==> src/rtl/piso_serializer.sv <==
// Parallel-in serial-out serializer with valid/ready load handshake.
// Optional even-parity trailer bit when PARITY_EN is defined.
module piso_serializer #(
    parameter int WIDTH     = 8,
    parameter int MSB_FIRST = 1
) (
    input  logic             clock,
    input  logic             reset,
    input  logic [WIDTH-1:0] data_in,
    input  logic             load_valid,
    output logic             load_ready,
    output logic             x,
    output logic             x_valid,
    output logic             done
);

    localparam int CW = $clog2(WIDTH);
    localparam logic [CW-1:0] LAST   = CW'(WIDTH - 1);
    localparam logic [CW-1:0] PENULT = CW'(WIDTH - 2);

`ifdef PARITY_EN
    typedef enum logic [1:0] {IDLE, SHIFT, PAR} state_t;
    localparam bit HAS_PAR = 1'b1;
    logic par_bit;
`else
    typedef enum logic {IDLE, SHIFT} state_t;
    localparam bit HAS_PAR = 1'b0;
`endif

    state_t           state;
    logic [WIDTH-1:0] shreg;
    logic [CW-1:0]    cnt;
    logic             accept;
    logic             first_bit;
    logic             next_bit;
    logic [WIDTH-1:0] load_rest;
    logic [WIDTH-1:0] shift_rest;

    assign accept = load_valid & load_ready;

    // shreg holds the bits not yet placed on x, next one at the exit end
    always_comb begin
        first_bit  = data_in[0];
        next_bit   = shreg[0];
        load_rest  = data_in >> 1;
        shift_rest = shreg >> 1;
        if (MSB_FIRST != 0) begin
            first_bit  = data_in[WIDTH-1];
            next_bit   = shreg[WIDTH-1];
            load_rest  = data_in << 1;
            shift_rest = shreg << 1;
        end
    end

    always_ff @(posedge clock or posedge reset) begin
        if (reset) begin
            state      <= IDLE;
            shreg      <= '0;
            cnt        <= '0;
            x          <= 1'b0;
            x_valid    <= 1'b0;
            done       <= 1'b0;
            load_ready <= 1'b1;
`ifdef PARITY_EN
            par_bit    <= 1'b0;
`endif
        end else if (accept) begin
            state      <= SHIFT;
            shreg      <= load_rest;
            cnt        <= '0;
            x          <= first_bit;
            x_valid    <= 1'b1;
            done       <= 1'b0;
            load_ready <= 1'b0;
`ifdef PARITY_EN
            par_bit    <= ^data_in;
`endif
        end else if (state == SHIFT && cnt != LAST) begin
            shreg      <= shift_rest;
            cnt        <= cnt + 1'b1;
            x          <= next_bit;
            done       <= !HAS_PAR && (cnt == PENULT);
            load_ready <= !HAS_PAR && (cnt == PENULT);
`ifdef PARITY_EN
        end else if (state == SHIFT) begin
            state      <= PAR;
            shreg      <= '0;
            cnt        <= '0;
            x          <= par_bit;
            done       <= 1'b1;
            load_ready <= 1'b1;
`endif
        end else begin
            state      <= IDLE;
            shreg      <= '0;
            cnt        <= '0;
            x          <= 1'b0;
            x_valid    <= 1'b0;
            done       <= 1'b0;
            load_ready <= 1'b1;
        end
    end

endmodule

==> config.mk <==
export PLATFORM = sky130hd
export DESIGN_NAME = piso_serializer
export DESIGN_NICKNAME = d
export VERILOG_FILES = /design/src/rtl/piso_serializer.sv
export SDC_FILE = /design/constraint.sdc
export NUM_CORES = 1
export LEC_CHECK = 0
export ABC_CLOCK_PERIOD_IN_PS = 1300
export BUFFER_PORTS_ARGS = -buffer_cell sky130_fd_sc_hd__buf_2
export CORE_MARGIN = 2
export CORE_UTILIZATION = 44
export CTS_BUF_LIST = sky130_fd_sc_hd__clkbuf_16
export CTS_CLUSTER_DIAMETER = 80
export CTS_CLUSTER_SIZE = 25
export DETAILED_ROUTE_END_ITERATION = 10
export MAX_ROUTING_LAYER = met4
export PLACE_DENSITY_LB_ADDON = 0.1
export SETUP_SLACK_MARGIN = 0.4
export SLEW_MARGIN = 0
export SYNTH_ARGS = -nofsm -noshare
export SYNTH_HDL_FRONTEND = slang
export SYNTH_SLANG_ARGS = --single-unit
==> constraint.sdc <==
create_clock -name clock -period 1.3 [get_ports clock]
set_input_delay 0.195 -clock clock [delete_from_list [all_inputs] [get_ports clock]]
set_output_delay 0.195 -clock clock [all_outputs]
set_load 0.02 [all_outputs]
==> results.rst, run 1 <==
.. list-table::
   :header-rows: 1

   * - Metric
     - Value
   * - Post-synth top area cell
     - dfrtp_1
   * - Clock buffers created by TritonCTS
     - 3
   * - Proportion of netlist area held by the largest area contributor
     - 0.543
   * - Post-layout nets
     - 87
   * - I/O pin total
     - 15
   * - PortBufs
     - 14
   * - Headroom to the max-slew limit
     - 0.657
   * - Critical path type
     - flop to flop
   * - Clock skew after layout
     - 0.00250 ns
   * - Worst Path Required
     - 1.48 ns
   * - Final critical delay including setup and external delays
     - 1.24 ns
   * - Crit. End Element
     - flop
   * - Final Hold Viols
     - 13
   * - Maximum root-to-sink buffer count
     - 2
   * - Detailed-router iteration count before antenna repair
     - 2
   * - Total of warnings raised by yosys
     - 0
   * - Crit Reg-Reg Startpoint
     - cnt[0]
   * - Endpoints failing setup
     - 0
   * - Worst setup slack after layout
     - 0.0606 ns
   * - Slew at the pin closest to its max-slew limit
     - 0.514 ns
   * - Largest net degree at the start of global routing
     - 15
   * - Peak fanout along the critical path
     - 5
   * - Power density over cell area
     - 2320 nW/um2
   * - Register-to-Register Setup Slack
     - 0.06 ns
   * - Number of antenna cells inserted
     - 0
   * - Synth Cell Area
     - 599 um2
   * - Hold slack
     - -0.0270 ns
   * - CTS clk-pin slew, worst paths
     - 0.05 ns
   * - Number of synthesized flops with an enable pin
     - 0
   * - Cells along the critical path
     - ha_2, ha_4, nor2b_4, buf_6, and3_4
   * - Number of max-slew violations in the final report
     - 0
   * - Distinct cells, synth
     - 17
   * - Count of placed standard cells in the final layout, fillers left out
     - 87
   * - Dpl cells
     - 75
   * - Number of placement rows
     - 13
   * - Mapped Nets
     - 61
   * - Drt drc
     - 0
   * - Leakage power
     - 0.469 nW
   * - Worst min path class
     - primary input to async pin
   * - RePlAce Congestion
     - 0.676
   * - Mean Syn Cell Area
     - 12.8 um2
   * - Most frequent cells after synthesis
     - dfrtp_1 (13), a31o_1 (7), and3_2 (6)
   * - Final routed wirelength across all metal layers
     - 1.34 mm
   * - Post-synthesis to final-layout area growth
     - 49.9%
   * - Width of the die
     - 40.9 um
   * - Worst Reg-to-Reg Cells
     - 5
   * - Clock tree from TritonCTS
     - yes
   * - Total congestion overflow after global routing
     - 0
   * - Number of antenna violations at the first check in global routing
     - 0
   * - Vias
     - 468
   * - Outcome
     - finished with violations
   * - # H-tree levels
     - 1
   * - Largest stage delay on the critical path
     - 0.39 ns
   * - Via count of the first global-routing pass
     - 432
   * - Post-place setup slack
     - 0.0679 ns
   * - Data arrival time of the critical path
     - 1.42 ns
   * - Wire per inst
     - 15.4 um
   * - Kind of start point of the critical path
     - flop
   * - Area of the die
     - 1670 um2
   * - Highest achievable clock rate
     - 807 MHz
   * - Async set or reset register ratio after synthesis
     - 1.00
   * - Primary FF master, synth
     - dfrtp_1
   * - Cell with the most instances after synthesis
     - dfrtp_1
   * - Clk Latency, worst-skew pair
     - 0.25 ns
   * - Clock sink count
     - 14
   * - Via-to-Cell Ratio
     - 5.38
   * - Post-synthesis cell count
     - 47
   * - Seq/Total Area, Yosys
     - 0.587
   * - TNS Setup
     - 0 ns
   * - Clock tree root buffer cell
     - clkbuf_16
   * - Placeable core region
     - 1280 um2
   * - Global-route wire length before repair
     - 2.10 mm
   * - Global-route usage over all layers
     - 0.221
   * - Endpoint of the worst-slack reg-to-reg timing path
     - cnt[2]
   * - Cells taking the most area after synthesis
     - dfrtp_1 (54%), a31o_1 (10%), and3_2 (7.5%)
   * - Worst ir drop on vdd
     - 0.00143 V
   * - Maximum capacitance violations
     - 0
   * - RSZ-0062 raised after global routing
     - yes
   * - Half-perimeter wire length after placement
     - 717 um
   * - Slowest-stage cell, CP
     - dfrtp_1
   * - Total power
     - 2.09 mW
   * - Flip-flop and latch count after synthesis
     - 14
   * - Initial DRC count
     - 4
   * - Die height
     - 40.9 um
   * - Share of layout cells above drive strength 1
     - 0.625
   * - Effective utilization at floorplan
     - 0.466
   * - Violations in the final reports
     - hold timing
   * - Post-layout util
     - 0.699
   * - Number of routed nets with antenna violations
     - 0
   * - Share of the clock period used by the worst path after layout
     - 0.953
## worst max-delay path, delay by kind of cell, from the launching register on
kind	cells	cell delay (ns)
fa+ha+maj	2	0.38
flops	1	0.39
simple gates	2	0.29
buf+inv	1	0.13
## area by class of cell
| type | instances | area (um2) |
|---|---|---|
| well taps | 15 | 18.8 |
| multi-input cells | 29 | 272 |
| clock buffers | 3 | 75.1 |
| flip-flops and latches | 14 | 352 |
| clock inverters | 1 | 3.75 |
| inverters | 2 | 7.51 |
| fillers | 97 | 387 |
| repair buffers | 23 | 170 |
## metrics by stage
| stage | hold slack (ns) | cell area [um2] |
|---|---|---|
| finish | -0.0270 | 898 |
| global route | 0.0177 | 898 |
| CTS | -0.00887 | 865 |
| detailed placement | 0.252 | 688 |
| global placement | 0.254 | 688 |
| floorplan | 0.0835 | 607 |
## registers in the layout, summed over array words and instances (netlist names)
register,cells
x,1
cnt,3
shreg,7
state,1
done,1
load_ready,1
## power by group
part           switching [mW]  total (mW)  internal (mW)  leakage, nW
clock network           0.182       0.589          0.407       0.0423
registers              0.0879       0.689          0.601        0.180
logic                   0.348       0.810          0.463        0.247
## timing repair
action | CTS | global route
gates resized for setup | 15 | 7
pin swaps | 9 | 6
endpoints found under the hold margin | 13 | 0
gates cloned | 1 | 0
buffers inserted | 5 | 2
endpoints found under the setup margin | 17 | 18
## worst max-delay path by stage
stage | startpoint | to | slack (ns) | cells past startpoint
5_1_grt | cnt[0] | cnt[2] | 0.02 | 5
2_1_floorplan | cnt[0] | cnt[2] | 0.13 | 5
4_1_cts | cnt[0] | cnt[2] | 0.1 | 5
6_report | cnt[0] | cnt[2] | 0.06 | 5
3_5_place_dp | cnt[0] | shreg[7] | 0.07 | 5
3_3_place_gp | cnt[1] | cnt[2] | 0.09 | 5
## per-layer routing
metal  wire length [um]  track usage
met2                690        0.309
met5                  0            -
met4                 29        0.150
met3                 75       0.0652
met1                540        0.271
## kinds of logic after synthesis
logic type | Yosys count | share of synthesized area
AO/OA/AOI/OAI | 8 | 0.111
adder cells (fa/ha/maj) | 3 | 0.0626
buffers and inverters | 4 | 0.0334
flip-flops | 14 | 0.587
AND/OR/NAND/NOR | 18 | 0.207
## cells in the final DEF (no fill, tap or decap), types with 3 or more instances in the layout
master / Yosys / final
dfrtp_1: 13 / 13
buf_2: 1 / 10
a31o_1: 7 / 7
buf_4: 1 / 7
buf_6: 0 / 6
and3_2: 6 / 5
nor3_2: 1 / 3
and3_1: 3 / 3
clkbuf_16: 0 / 3
Power figures use the tool's default switching activity.
==> inputs of run 2 (changes only) <==
Settings changed: ABC_AREA from default to 1.
==> run 2 against run 1 <==
The run still ends with hold timing left. Design area is 0.56% lower. Global-route usage shrank 3.7 points. Sequential power decreased by 3.2%. Critical path depth is the same. Sequential share of layout area is 0.36 points higher. Maximum frequency increased by 12%. Power decreased by 3.3%. Clock skew increased by 0.0027 ns. Combinational power down 4.2%. Worst hold slack improved by 0.012 ns. Critical endpoint is now done. Largest cell class unchanged. Largest power group unchanged.
==> results.rst, run 2 <==
.. list-table::
   :header-rows: 1

   * - Metric
     - Value
   * - Outcome
     - finished with violations
   * - Violations in the final reports
     - hold timing
   * - Post-place setup slack
     - 0.125 ns (+0.0567 ns)
   * - Multi-input gate area in the final layout
     - 260 um2 (-4.1%)
   * - Leading cell type in the layout, fill and taps excluded
     - nand2_1
   * - Distinct cells, synth
     - 15 (-2)
   * - Post-synth top area cell
     - dfrtp_1
   * - Number of antenna violations at the first check in global routing
     - 0 (unchanged)
   * - Global-route wire length before repair
     - 1.86 mm (-12%)
   * - Biggest register
     - shreg
   * - # H-tree levels
     - 1 (unchanged)
   * - Peak fanout along the critical path
     - 5 (unchanged)
   * - Regs by FF count
     - shreg: 7 flops, cnt: 3 flops
   * - Worst min path class
     - primary input to async pin
   * - Vias
     - 482 (+3.0%)
   * - Clock skew after layout
     - 0.00523 ns (+0.00273 ns)
   * - Die height
     - 41.2 um (+0.76%)
   * - Seq/Total Area, Yosys
     - 0.577 (-0.00964)
   * - Post-layout nets
     - 95 (+9.2%)
   * - RePlAce Congestion
     - 0.657 (-2.8%)
   * - Headroom to the max-slew limit
     - 0.642 (-0.0150)
   * - Proportion of netlist area held by the largest area contributor
     - 0.534 (-0.00892)
   * - Largest net degree at the start of global routing
     - 15 (unchanged)
   * - Flip-flop and latch area
     - 353 um2 (+0.36%)
   * - Half-perimeter wire length after placement
     - 795 um (+11%)
   * - Area of the die
     - 1700 um2 (+1.5%)
   * - Number of routed nets with antenna violations
     - 0 (unchanged)
   * - Fillers
     - 98 (+1.0%)
   * - Data arrival time of the critical path
     - 1.28 ns (-0.14 ns)
   * - Worst ir drop on vdd
     - 0.00112 V (-22%)
   * - Crit. End Element
     - flop
   * - Final routed wirelength across all metal layers
     - 1.31 mm (-1.8%)
   * - Total of warnings raised by yosys
     - 0 (unchanged)
   * - Share of the synthesized area in compound gates (AO/OA/AOI/OAI)
     - 0.00821 (-0.102)
   * - Wire per inst
     - 13.8 um (-10%)
   * - Max FFs per register
     - 7 (unchanged)
   * - Placeable core region
     - 1300 um2 (+1.3%)
   * - Main combinational cell family by area after synthesis
     - simple AND/OR/NAND/NOR gates
   * - Post-synthesis to final-layout area growth
     - 46.6%
   * - Effective utilization at floorplan
     - 0.468 (+0.00186)
   * - TNS Setup
     - 0 ns (unchanged)
   * - Clock sink count
     - 14 (unchanged)
   * - Number of placement rows
     - 13 (unchanged)
   * - Fraction of synthesized area in multiplexers
     - 0 (unchanged)
   * - Critical path type
     - flop to flop
   * - Initial DRC count
     - 14 (+10)
   * - Detailed-router iteration count before antenna repair
     - 4 (+2)
   * - Crit Reg-Reg Startpoint
     - cnt[1]
   * - Number of synthesized flops with an enable pin
     - 0 (unchanged)
   * - Register-to-Register Setup Slack
     - 0.19 ns (+0.13 ns)
   * - Share of layout cells above drive strength 1
     - 0.475 (-0.150)
   * - Hold slack
     - -0.0151 ns (+0.0118 ns)
   * - Global-route usage over all layers
     - 0.184 (-0.0366)
   * - CTS clk-pin slew, worst paths
     - 0.05 ns (about the same)
   * - Primary FF master, synth
     - dfrtp_1
   * - Via count of the first global-routing pass
     - 420 (-2.8%)
   * - Post-Synth Simple-Gate Area
     - 0.275 (+0.0685)
   * - I/O pin total
     - 15 (unchanged)
   * - RSZ-0062 raised after global routing
     - yes
   * - Total congestion overflow after global routing
     - 0 (unchanged)
   * - Highest achievable clock rate
     - 903 MHz (+12%)
   * - PortBufs
     - 14 (unchanged)
   * - Worst Path Required
     - 1.47 ns (about the same)
   * - Maximum capacitance violations
     - 0 (unchanged)
   * - Via-to-Cell Ratio
     - 5.07 (-5.7%)
   * - Power density over cell area
     - 2260 nW/um2 (-2.8%)
   * - Clock tree from TritonCTS
     - yes
   * - Width of the die
     - 41.2 um (+0.76%)
   * - Worst Reg-to-Reg Cells
     - 5 (unchanged)
   * - Post-synthesis cell count
     - 58 (+23%)
   * - Mapped Nets
     - 72 (+18%)
   * - Clock tree root buffer cell
     - clkbuf_16
   * - Number of antenna cells inserted
     - 0 (unchanged)
   * - Clk Latency, worst-skew pair
     - 0.24 ns (about the same)
   * - Area share of fa/ha/maj cells after synthesis
     - 0.0616 (-0.00103)
   * - Endpoints failing setup
     - 0 (unchanged)
   * - Synth Cell Area
     - 609 um2 (+1.7%)
   * - Total power
     - 2.02 mW (-3.3%)
   * - Xor and xnor fraction of the mapped netlist area
     - 0 (unchanged)
   * - Async set or reset register ratio after synthesis
     - 1.00 (unchanged)
   * - Worst setup slack after layout
     - 0.193 ns (+0.132 ns)
   * - Share of the clock period used by the worst path after layout
     - 0.852 (-0.102)
   * - Post-layout util
     - 0.687 (-0.0126)
   * - Kind of start point of the critical path
     - flop
   * - Clock buffers created by TritonCTS
     - 3 (unchanged)
   * - Most frequent cells in the layout
     - nand2_1 (16), dfrtp_1 (12), buf_2 (10)
   * - Most frequent cells after synthesis
     - nand2_1 (17), dfrtp_1 (13), nand4_1 (7)
   * - Drt drc
     - 0 (unchanged)
   * - Flip-flop and latch count after synthesis
     - 14 (unchanged)
   * - Cells taking the most area after synthesis
     - dfrtp_1 (53%), nand2_1 (10%), nand4_1 (7.2%)
   * - Endpoint of the worst-slack reg-to-reg timing path
     - done
   * - Slew at the pin closest to its max-slew limit
     - 0.536 ns (+0.0225 ns)
   * - Cell with the most instances after synthesis
     - nand2_1
   * - Final Hold Viols
     - 13 (unchanged)
   * - Maximum root-to-sink buffer count
     - 2 (unchanged)
   * - Final critical delay including setup and external delays
     - 1.11 ns (-0.132 ns)
   * - Leakage power
     - 0.462 nW (-1.6%)
   * - Number of max-slew violations in the final report
     - 0 (unchanged)
   * - Mean Syn Cell Area
     - 10.5 um2 (-18%)
-- run 2: cell types whose count changed in the layout (fill, tap and decap cells not counted), sizes merged --
| cell | change |
|---|---|
| nand2b | -1 |
| and3 | -9 |
| nor2b | -1 |
| buf | -4 |
| nand4 | +7 |
| inv | +4 |
| clkinv | +1 |
| nor2 | +6 |
| a31o | -7 |
| nand2 | +16 |
| and2 | -1 |
| nor3 | -3 |
-- run 2: how the worst max path moves through the flow --
stage	slack, ns	start	endpoint	depth (start not counted)
after floorplan	0.26	cnt[0]	cnt[0]	5
after detailed placement	0.12	load_ready	shreg[6]	4
final	0.19	cnt[1]	done	5
after CTS	0.18	cnt[1]	done	5
after global routing	0.14	cnt[1]	done	5
after global placement	0.15	load_ready	shreg[3]	4
-- run 2: cell type report --
class / instances / area share
Timing Repair Buffer: 19 / 0.167
Inverter: 7 / 0.0378
Tap cell: 15 / 0.0210
Clock buffer: 3 / 0.0840
Sequential cell: 14 / 0.395
Clock inverter: 1 / 0.00420
Multi-Input combinational cell: 36 / 0.291
-- run 2: kinds of logic (layout without fill, tap and decap cells) --
kind of cell,after synthesis,in the layout
AO/OA/AOI/OAI,1,1
adder cells (fa/ha/maj),3,3
flip-flops,14,14
buffers and inverters,9,30
AND/OR/NAND/NOR,31,32
-- run 2: worst max-delay path, stage by stage (launching register included) --
cell and delay (ns):
dfrtp_1 0.39, ha_2 0.20, ha_4 0.18, nor2_8 0.09, nand2_4 0.08, nor2_2 0.09
-- run 2: power breakdown --
part           switching, mW  internal (mW)
Sequential            0.0802          0.587
Combinational          0.414          0.362
Clock                  0.170          0.406
Total                  0.664           1.35
-- run 2: metal layers --
metal	vias to the layer above	share of wire	track usage
met2	18	0.48	0.289
met5	-	0	-
li1	232	-	-
met4	0	0.011	0.0726
met3	2	0.063	0.0652
met1	230	0.44	0.215
-- run 2: repair_timing --
item,in CTS,in global routing
pin swaps,1,2
setup endpoints to repair,18,18
setup buffers,1,4
gates cloned,0,1
endpoints found under the hold margin,13,0
gates resized for setup,8,9
-- run 2: stage by stage --
stage / cell area, um2 / hold slack (ns) / cells
3_5_place_dp: 697 / 0.255 / 85
2_1_floorplan: 631 / 0.0835 / 58
5_1_grt: 893 / 0.0394 / 95
3_3_place_gp: 697 / 0.259 / 85
4_1_cts: 802 / -0.00500 / 90
6_report: 893 / -0.0151 / 95
==> inputs of run 3 (changes only) <==
Settings changed: SETUP_SLACK_MARGIN 0.4 to 0.3.
==> run 3 against run 2 <==
Maximum frequency rose by 1.2%. Routed wire length fell by 18%. Register-to-register slack about the same. Worst setup slack improved by 0.014 ns. Via count decreased by 3.5%. Power decreased by 8.7%. Clock power grew 2%. The run now ends clean. Global-route usage is 1.3 points lower. Worst hold slack improved by 0.16 ns. Critical path depth unchanged. Combinational power down 22%.
==> results.rst, run 3 (synthesis gave the netlist of run 2 again) <==
.. list-table::
   :header-rows: 1

   * - Metric
     - Value
   * - Biggest register
     - shreg
   * - Post-layout util
     - 0.633 (-0.0538)
   * - Total power
     - 1.84 mW (-8.7%)
   * - Number of max-slew violations in the final report
     - 0 (unchanged)
   * - TNS Setup
     - 0 ns (unchanged)
   * - RePlAce Congestion
     - 0.679 (+3.3%)
   * - Share of the clock period used by the worst path after layout
     - 0.841 (-0.0104)
   * - Hold slack
     - 0.148 ns (+0.163 ns)
   * - Final routed wirelength across all metal layers
     - 1.08 mm (-18%)
   * - Global-route usage over all layers
     - 0.172 (-0.0127)
   * - RSZ-0062 raised after global routing
     - yes
   * - Most frequent cells in the layout
     - nand2_1 (16), dfrtp_1 (12), buf_2 (12)
   * - Worst Path Required
     - 1.48 ns (about the same)
   * - Final critical delay including setup and external delays
     - 1.09 ns (-0.0135 ns)
   * - Initial DRC count
     - 9 (-5)
   * - Largest stage delay on the critical path
     - 0.38 ns (about the same)
   * - Clock tree from TritonCTS
     - yes
   * - Crit. End Element
     - flop
   * - Placeable core region
     - 1300 um2 (unchanged)
   * - Effective utilization at floorplan
     - 0.468 (unchanged)
   * - Reg power frac
     - 0.355 (+0.025)
   * - Area of the die
     - 1700 um2 (unchanged)
   * - Drt drc
     - 0 (unchanged)
   * - Post-layout nets
     - 92 (-3.2%)
   * - Die height
     - 41.2 um (unchanged)
   * - Share of layout cells above drive strength 1
     - 0.442 (-0.0334)
   * - Clk Latency, worst-skew pair
     - 0.25 ns (about the same)
   * - Number of antenna violations at the first check in global routing
     - 0 (unchanged)
   * - Largest net degree at the start of global routing
     - 15 (unchanged)
   * - Clock tree root buffer cell
     - clkbuf_16
   * - Number of placement rows
     - 13 (unchanged)
   * - Post-place setup slack
     - 0.160 ns (+0.0353 ns)
   * - Max FFs per register
     - 7 (unchanged)
   * - Outcome
     - complete, no violations
   * - Wire per inst
     - 11.7 um (-15%)
   * - Highest achievable clock rate
     - 914 MHz (+1.2%)
   * - Final Hold Viols
     - 0 (-13)
   * - Cells along the critical path
     - ha_2, ha_4, inv_4, nand4_1, nand2_1
   * - I/O pin total
     - 15 (unchanged)
   * - Leakage power
     - 0.428 nW (-7.3%)
   * - Data arrival time of the critical path
     - 1.27 ns (about the same)
   * - Flip-flop and latch area
     - 353 um2 (unchanged)
   * - Half-perimeter wire length after placement
     - 743 um (-6.6%)
   * - Endpoints failing setup
     - 0 (unchanged)
   * - Part of the power in combinational logic
     - 0.327 (-0.057)
   * - Worst setup slack after layout
     - 0.206 ns (+0.0135 ns)
   * - Number of antenna cells inserted
     - 0 (unchanged)
   * - Power density over cell area
     - 2240 nW/um2 (-0.89%)
   * - CTS clk-pin slew, worst paths
     - 0.05 ns (about the same)
   * - Width of the die
     - 41.2 um (unchanged)
   * - Internal portion of total power
     - 1.25 mW (-7.5%)
   * - Headroom to the max-slew limit
     - 0.802 (+0.159)
   * - Clock skew after layout
     - 0.00510 ns (-0.000133 ns)
   * - PortBufs
     - 14 (unchanged)
   * - Clock sink count
     - 14 (unchanged)
   * - Regs by FF count
     - shreg: 7 flops, cnt: 3 flops
   * - Proportion of total power due to net switching
     - 0.321 (-0.00832)
   * - Global-route wire length before repair
     - 1.72 mm (-7.4%)
   * - Via-to-Cell Ratio
     - 5.05 (-0.38%)
   * - Number of routed nets with antenna violations
     - 0 (unchanged)
   * - Critical path type
     - flop to flop
   * - Fillers
     - 116 (+18%)
   * - Total congestion overflow after global routing
     - 0 (unchanged)
   * - Peak fanout along the critical path
     - 7 (+2)
   * - Maximum capacitance violations
     - 0 (unchanged)
   * - Clock buffers created by TritonCTS
     - 3 (unchanged)
   * - Worst Reg-to-Reg Cells
     - 5 (unchanged)
   * - Clock network power share
     - 0.318 (+0.033)
   * - # H-tree levels
     - 1 (unchanged)
   * - Slowest-stage cell, CP
     - dfrtp_1
   * - Kind of start point of the critical path
     - flop
   * - Net switching power figure
     - 0.591 mW (-11%)
   * - Slew at the pin closest to its max-slew limit
     - 0.297 ns (-0.239 ns)
   * - Hold Path Depth
     - 3
   * - Post-synthesis to final-layout area growth
     - 35.1%
   * - Maximum root-to-sink buffer count
     - 2 (unchanged)
   * - Multi-input gate area in the final layout
     - 228 um2 (-13%)
   * - Worst min path class
     - primary input to flop
   * - Detailed-router iteration count before antenna repair
     - 4 (unchanged)
   * - Vias
     - 465 (-3.5%)
   * - Via count of the first global-routing pass
     - 392 (-6.7%)
   * - Leading cell type in the layout, fill and taps excluded
     - nand2_1
   * - Worst ir drop on vdd
     - 0.00125 V (+11%)
-- run 3: path summary, 6_finish.rpt --
kind | startpoint | endpoint | slack, ns
worst max register to register | cnt[1] | shreg[4] | 0.21
worst max-delay path | cnt[1] | shreg[4] | 0.21
worst min-delay path | data_in[6] | shreg[7] | 0.15
worst min register to register | shreg[2] | shreg[3] | 0.49
min in group asynchronous | reset | x | 0.45
max in group asynchronous | reset | load_ready | 0.58
-- run 3: per-layer routing --
metal | GRT usage | up-vias | share of wire
met5 | - | - | 0
met3 | 0.0652 | 2 | 0.089
met2 | 0.254 | 23 | 0.47
met1 | 0.198 | 220 | 0.41
li1 | - | 220 | -
met4 | 0.0968 | 0 | 0.022
-- run 3: critical path, delay by kind of cell, from the launching register on --
kind / cells / cell delay, ns
flip-flops: 1 / 0.38
adder cells (fa/ha/maj): 2 / 0.37
buffers and inverters: 1 / 0.08
AND/OR/NAND/NOR: 2 / 0.19
-- run 3: final cells by class --
class	count	share of cell area
sequential	14	0.429
tap	15	0.0228
inverter	7	0.0456
clock inverter	1	0.00456
clock buffer	3	0.0912
timing repair buffer	17	0.131
multi-input combinational	35	0.277
-- run 3: stage by stage --
| stage | instance area [um2] | std cells |
|---|---|---|
| 2_1_floorplan | 631 | 58 |
| 3_3_place_gp | 697 | 85 |
| 3_5_place_dp | 697 | 85 |
| 4_1_cts | 811 | 92 |
| 5_1_grt | 823 | 92 |
| 6_report | 823 | 92 |
-- run 3: what timing repair did --
item | in CTS | in global routing
setup endpoints to repair | 15 | 28
resized for setup | 5 | 4
endpoints found under the hold margin | 13 | 0
buffers inserted | 2 | 0
pin swaps | 1 | 0
hold buffers | 1 | 0
-- run 3: power by group through the flow --
stage | combinational, mW | clock (mW) | sequential (mW)
4_1_cts | 0.586 | 0.597 | 0.652
3_3_place_gp | 0.473 | 0 | 0.689
6_report | 0.603 | 0.586 | 0.655
2_1_floorplan | 0.389 | 0 | 0.701
5_1_grt | 0.670 | 0.618 | 0.668
3_5_place_dp | 0.473 | 0 | 0.693
